<file path="config.mk">
export PLATFORM = sky130hd
export DESIGN_NAME = s2p_row_arbiter
export DESIGN_NICKNAME = d
export VERILOG_FILES = /design/src/rtl/s2p_row_arbiter.sv
export SDC_FILE = /design/constraint.sdc
export NUM_CORES = 1
export LEC_CHECK = 0
export BUFFER_PORTS_ARGS = -buffer_cell sky130_fd_sc_hd__buf_4
export CELL_PAD_IN_SITES_DETAIL_PLACEMENT = 0
export CELL_PAD_IN_SITES_GLOBAL_PLACEMENT = 1
export CORE_ASPECT_RATIO = 0.5
export CORE_UTILIZATION = 28
export CTS_CLUSTER_DIAMETER = 100
export DETAILED_ROUTE_END_ITERATION = 8
export PLACE_DENSITY_LB_ADDON = 0.1
export SYNTH_ARGS = -nofsm -noshare
export SYNTH_HDL_FRONTEND = slang
export SYNTH_SLANG_ARGS = --single-unit
</file>
<file path="constraint.sdc">
create_clock -name clk -period 3.8 [get_ports clk]
set_clock_uncertainty 0.15 [all_clocks]
set_input_delay 0.76 -clock clk [delete_from_list [all_inputs] [get_ports clk]]
set_output_delay 0.76 -clock clk [all_outputs]
set_load 0.01 [all_outputs]
</file>
<file path="src/rtl/s2p_row_arbiter.sv">
// Round-robin sequencer that shares one serial_to_parallel pairer among NUM_REQ row streams.
// Every granted row starts with a pairer clear, so no {prev, cur} pair spans two rows or sources.
module s2p_row_arbiter #(
  parameter int DATA_W  = 32,
  parameter int NUM_REQ = 4,
  parameter int ROW_LEN = 16
) (
  input  logic                       clk,
  input  logic                       rst,
  input  logic [NUM_REQ-1:0]         req_valid,
  input  logic [NUM_REQ*DATA_W-1:0]  req_data,
  output logic [NUM_REQ-1:0]         req_ready,
  output logic [DATA_W-1:0]          s2p_data,
  output logic                       s2p_valid,
  output logic                       s2p_clear,
  input  logic                       s2p_o_valid,
  output logic [$clog2(NUM_REQ)-1:0] pair_src,
  output logic [$clog2(ROW_LEN)-1:0] pair_idx,
  output logic                       row_done,
  output logic                       busy,
  output logic                       pair_err
);

  localparam int SRC_W = $clog2(NUM_REQ);
  localparam int CNT_W = $clog2(ROW_LEN);
  localparam logic [CNT_W-1:0] LAST    = CNT_W'(ROW_LEN - 1);
  localparam logic [CNT_W-1:0] LAST_M1 = CNT_W'(ROW_LEN - 2);
  localparam logic [SRC_W-1:0] TOP_SRC = SRC_W'(NUM_REQ - 1);

  typedef enum logic [2:0] {
    S_IDLE,
    S_CLEAR,
    S_STREAM,
    S_DRAIN,
    S_DONE
  } state_t;

  state_t             state;
  logic [SRC_W-1:0]   rr_ptr;
  logic [CNT_W-1:0]   word_cnt;
  logic [CNT_W-1:0]   pair_cnt;

  // First requesting index at or above ptr, wrapping; ptr when nobody requests.
  function automatic logic [SRC_W-1:0] rr_pick(input logic [NUM_REQ-1:0] v,
                                               input logic [SRC_W-1:0]   ptr);
    logic [SRC_W-1:0] pick;
    logic [SRC_W-1:0] idx;
    pick = ptr;
    for (int k = NUM_REQ - 1; k >= 0; k--) begin
      idx = SRC_W'((int'(ptr) + k) % NUM_REQ);
      if (v[idx]) pick = idx;
    end
    return pick;
  endfunction

  function automatic logic [SRC_W-1:0] next_src(input logic [SRC_W-1:0] src);
    return (src == TOP_SRC) ? '0 : src + 1'b1;
  endfunction

  logic cnt_phase;
  logic hs;
  logic pair_inc;
  logic err_hit;
  logic drain_done;

  assign cnt_phase  = (state == S_STREAM) || (state == S_DRAIN);
  assign hs         = (state == S_STREAM) && req_valid[pair_src];
  assign pair_inc   = cnt_phase && s2p_o_valid && (pair_cnt != LAST);
  assign err_hit    = s2p_o_valid && (!cnt_phase || (pair_cnt == LAST));
  // Leave DRAIN in the same cycle the final pair lands, keeping the row at ROW_LEN+4 cycles.
  assign drain_done = (pair_cnt == LAST) || (s2p_o_valid && (pair_cnt == LAST_M1));

  always_comb begin
    req_ready = '0;
    s2p_valid = 1'b0;
    s2p_data  = '0;
    if (state == S_STREAM) begin
      req_ready[pair_src] = 1'b1;
      s2p_valid           = req_valid[pair_src];
      s2p_data            = req_data[pair_src*DATA_W +: DATA_W];
    end
  end

  assign s2p_clear = (state == S_CLEAR);
  assign row_done  = (state == S_DONE);
  assign busy      = (state != S_IDLE);
  assign pair_idx  = pair_cnt;

  always_ff @(posedge clk or posedge rst) begin
    if (rst) begin
      state    <= S_IDLE;
      rr_ptr   <= '0;
      pair_src <= '0;
      word_cnt <= '0;
      pair_cnt <= '0;
      pair_err <= 1'b0;
    end else begin
      if (err_hit)  pair_err <= 1'b1;
      if (pair_inc) pair_cnt <= pair_cnt + 1'b1;
      case (state)
        S_IDLE: begin
          if (|req_valid) begin
            pair_src <= rr_pick(req_valid, rr_ptr);
            state    <= S_CLEAR;
          end
        end
        S_CLEAR: begin
          word_cnt <= '0;
          pair_cnt <= '0;
          state    <= S_STREAM;
        end
        S_STREAM: begin
          if (hs) begin
            word_cnt <= word_cnt + 1'b1;
            if (word_cnt == LAST) state <= S_DRAIN;
          end
        end
        S_DRAIN: begin
          if (drain_done) state <= S_DONE;
        end
        S_DONE: begin
          rr_ptr <= next_src(pair_src);
          state  <= S_IDLE;
        end
        default: state <= S_IDLE;
      endcase
    end
  end

endmodule

</file>
==> out/qor.yml <==
rows: 21
synth-simple-area-share_pct: 21.47
hp-class: "reg2reg"
antenna_found_initial: 0
ant_nets: 0
max-clock-path-buffers: 2
clk_latency_ns: 0.25
synth_top_family_by_area: "multiplexers"
num_antenna_cells: 0
start_util_pct: 29.40
final.setup.tns_ns: 0
rsz0062_at_grt: "false"
synthXorXnorAreaFrac_pct: 0.8788
drtIter0Drc: 76
cts_num_sinks: 16
start_kind: "register"
status: "complete, no violations"
relSlewSlack_pct: 58.20
setup_viol: 0
syn-num-nets: 321
final_nets: 497
finalHoldViolations: 0
die_h_um: 61.66
syn_area_um2: 1993
yosys.area.top_type_share_pct: 37.29
drive_gt1_share_pct: 65.25
grt_pass1_wl_mm: 10.28
synth-compound-area-share_pct: 7.533
yosys.area.top_type: "mux4_2"
crit_path_start: "pair_src[0]"
ys.warnings.count: 0
min_period_ns: 3.090
syn_inst: 179
path_clk_slew_ns: 0.05
die-area_um2: 7481
ctsHoldBuffers: 0
synthAdderAreaFrac_pct: 4.394
max_freq_mhz: 323.7
place.gp.congestion: 0.7795
drc: 0
dp_slack_ns: 0.9086
cellLeakagePower_nw: 1.735
utilization_pct: 51.70
wl_mm: 7.229
synth.area.top_cells: "mux4_2 37%, dfrtp_1 20%, and2_1 11%"
hp-start: "pair_err"
ctsResizeCount: 0
dieWidth_um: 121.3
period_share_pct: 81.30
htree_levels: 1
cts_tree: "done"
synthMuxAreaShare_pct: 38.86
slew_viol_final: 0
track_usage_pct: 17.92
ys_seq_area_share_pct: 20.09
r2r_start: "pair_src[1]"
num_io_pins: 182
cts_inserted_buffers: 3
worstPathArrival_ns: 2.18
synth-seq-cells: 16
max-vdd-ir-drop_mv: 0.2784
dp_hpwl_mm: 5.930
grt_overflow: 0
detail_route.wl_per_cell_um: 16.21
powerDensity_nw_per_um2: 562.5
num_vias: 2117
synth_area_per_cell_um2: 11.13
crit_path_max_fanout: 23
worstMarginPinSlew_ns: 0.6264
critical_path_class: "reg2out"
synth_cell_types: 39
grt_pass1_vias: 1908
areaGrowthSynthToFinish_pct: 75.83
worstPathRequired_ns: 2.89
layout_setup_ws_ns: 0.7105
portBuffers: 181
fill_cells: 630
post_cts_buffers: 0
dr.pass1.iters: 4
max_cap_violations: 0
coreArea_um2: 6779
grt_max_degree: 37
via_per_inst: 4.747
worstSetupEndpointType: "output port"
root_buffer: "clkbuf_16"
==> registers in the layout (all words and copies together), names as in the netlist <==
signal,flops
pair_idx,4
word_cnt,4
state,3
pair_src,2
rr_ptr,2
pair_err,1
==> metal layers <==
metal  GRT usage [%]  vias to the layer above  part of all wire, %
met4           4.233                        0                 0.73
met2           30.76                       56                   50
met1           24.89                     1025                   44
li1                -                     1030                    -
met5               0                        -                    0
met3           1.759                        6                  4.6
==> worst max-delay path: stages, from the launching register on <==
cell and delay (ns):
dfrtp_2 0.76, buf_4 0.33, mux4_2 0.53, and2_1 0.17, buf_4 0.14
==> path summary, 6_finish.rpt <==
check,to,slack [ns],cells past startpoint
max,s2p_data[14],0.71,4
min,pair_err,0.31,1
max reg2reg,word_cnt[2],1.84,4
min reg2reg,pair_err,0.31,1
max in group asynchronous,pair_src[0],2.61,2
min in group asynchronous,word_cnt[2],0.45,2
==> cell usage in the layout (no fill, tap or decap), types with 2 or more instances in the layout <==
master     netlist  final
nand2_1         10     10
inv_2            2      2
or3_1            2      2
o211ai_1         2      2
and3_1           2      2
buf_4            0    184
nor2_1           8      8
o21ai_1          3      3
a21oi_1          4      4
inv_1            7      7
mux2i_1          2      2
nor3b_1          2      2
mux4_2          33     33
dfrtp_1         16     15
o21ai_0          2      2
a21o_1           3      3
and2_1          36     36
nand3_1          5      5
clkbuf_16        0      3
ha_1             7      7
==> metrics by stage <==
step           cells  total power [mW]  hold slack, ns  instance area, µm²
6_report         446             1.972          0.3085                3505
4_1_cts          446             2.007          0.3099                3505
3_3_place_gp     442             1.755          0.2911                3416
2_1_floorplan    179             1.266          0.3226                1993
3_5_place_dp     442             1.774          0.3011                3416
5_1_grt          446             2.135          0.3170                3505
==> final cells by class <==
cell class / count / area (µm²) / share of cell area, %
multi-input combinational: 140 / 1464 / 41.77
timing repair buffer: 185 / 1401 / 39.99
sequential: 16 / 401.6 / 11.46
tap: 92 / 115.1 / 3.285
clock buffer: 4 / 88.84 / 2.535
inverter: 9 / 33.78 / 0.9639
==> synth_stat cells (all sizes together) <==
| library cell | count |
|---|---|
| a21oi | 4 |
| o32ai | 1 |
| xnor2 | 1 |
| a211oi | 1 |
| a21o | 3 |
| xor2 | 1 |
| o211ai | 3 |
| mux4 | 33 |
| o31ai | 1 |
| o22ai | 1 |
| or3 | 2 |
| mux2 | 1 |
| or2 | 1 |
| and3 | 2 |
| and2 | 36 |
| buf | 14 |
| mux2i | 2 |
| nor3b | 3 |
| nand3 | 6 |
| inv | 9 |
| a311oi | 1 |
| dfrtp | 16 |
| nor2 | 8 |
| o22a | 1 |
| nor2b | 1 |
| ha | 7 |
| o21ai | 5 |
| nand2 | 12 |
| a22oi | 1 |
| and3b | 1 |
| nand4 | 1 |
==> cell families (layout without fill, tap and decap cells) <==
| kind of cell | after synthesis | in the layout |
|---|---|---|
| mux | 36 | 36 |
| compound gates | 22 | 22 |
| fa+ha+maj | 7 | 7 |
| xor+xnor | 2 | 2 |
| buf+inv | 23 | 198 |
| simple gates | 73 | 73 |
| flops | 16 | 16 |
==> power by group <==
group / switching, mW / internal [mW] / leakage [nW]
clock network: 0.0685 / 0.160 / 0.0442
registers: 0.153 / 0.233 / 0.202
logic: 0.549 / 0.808 / 1.49
total: 0.770 / 1.20 / 1.74
Power figures use the tool's default switching activity.
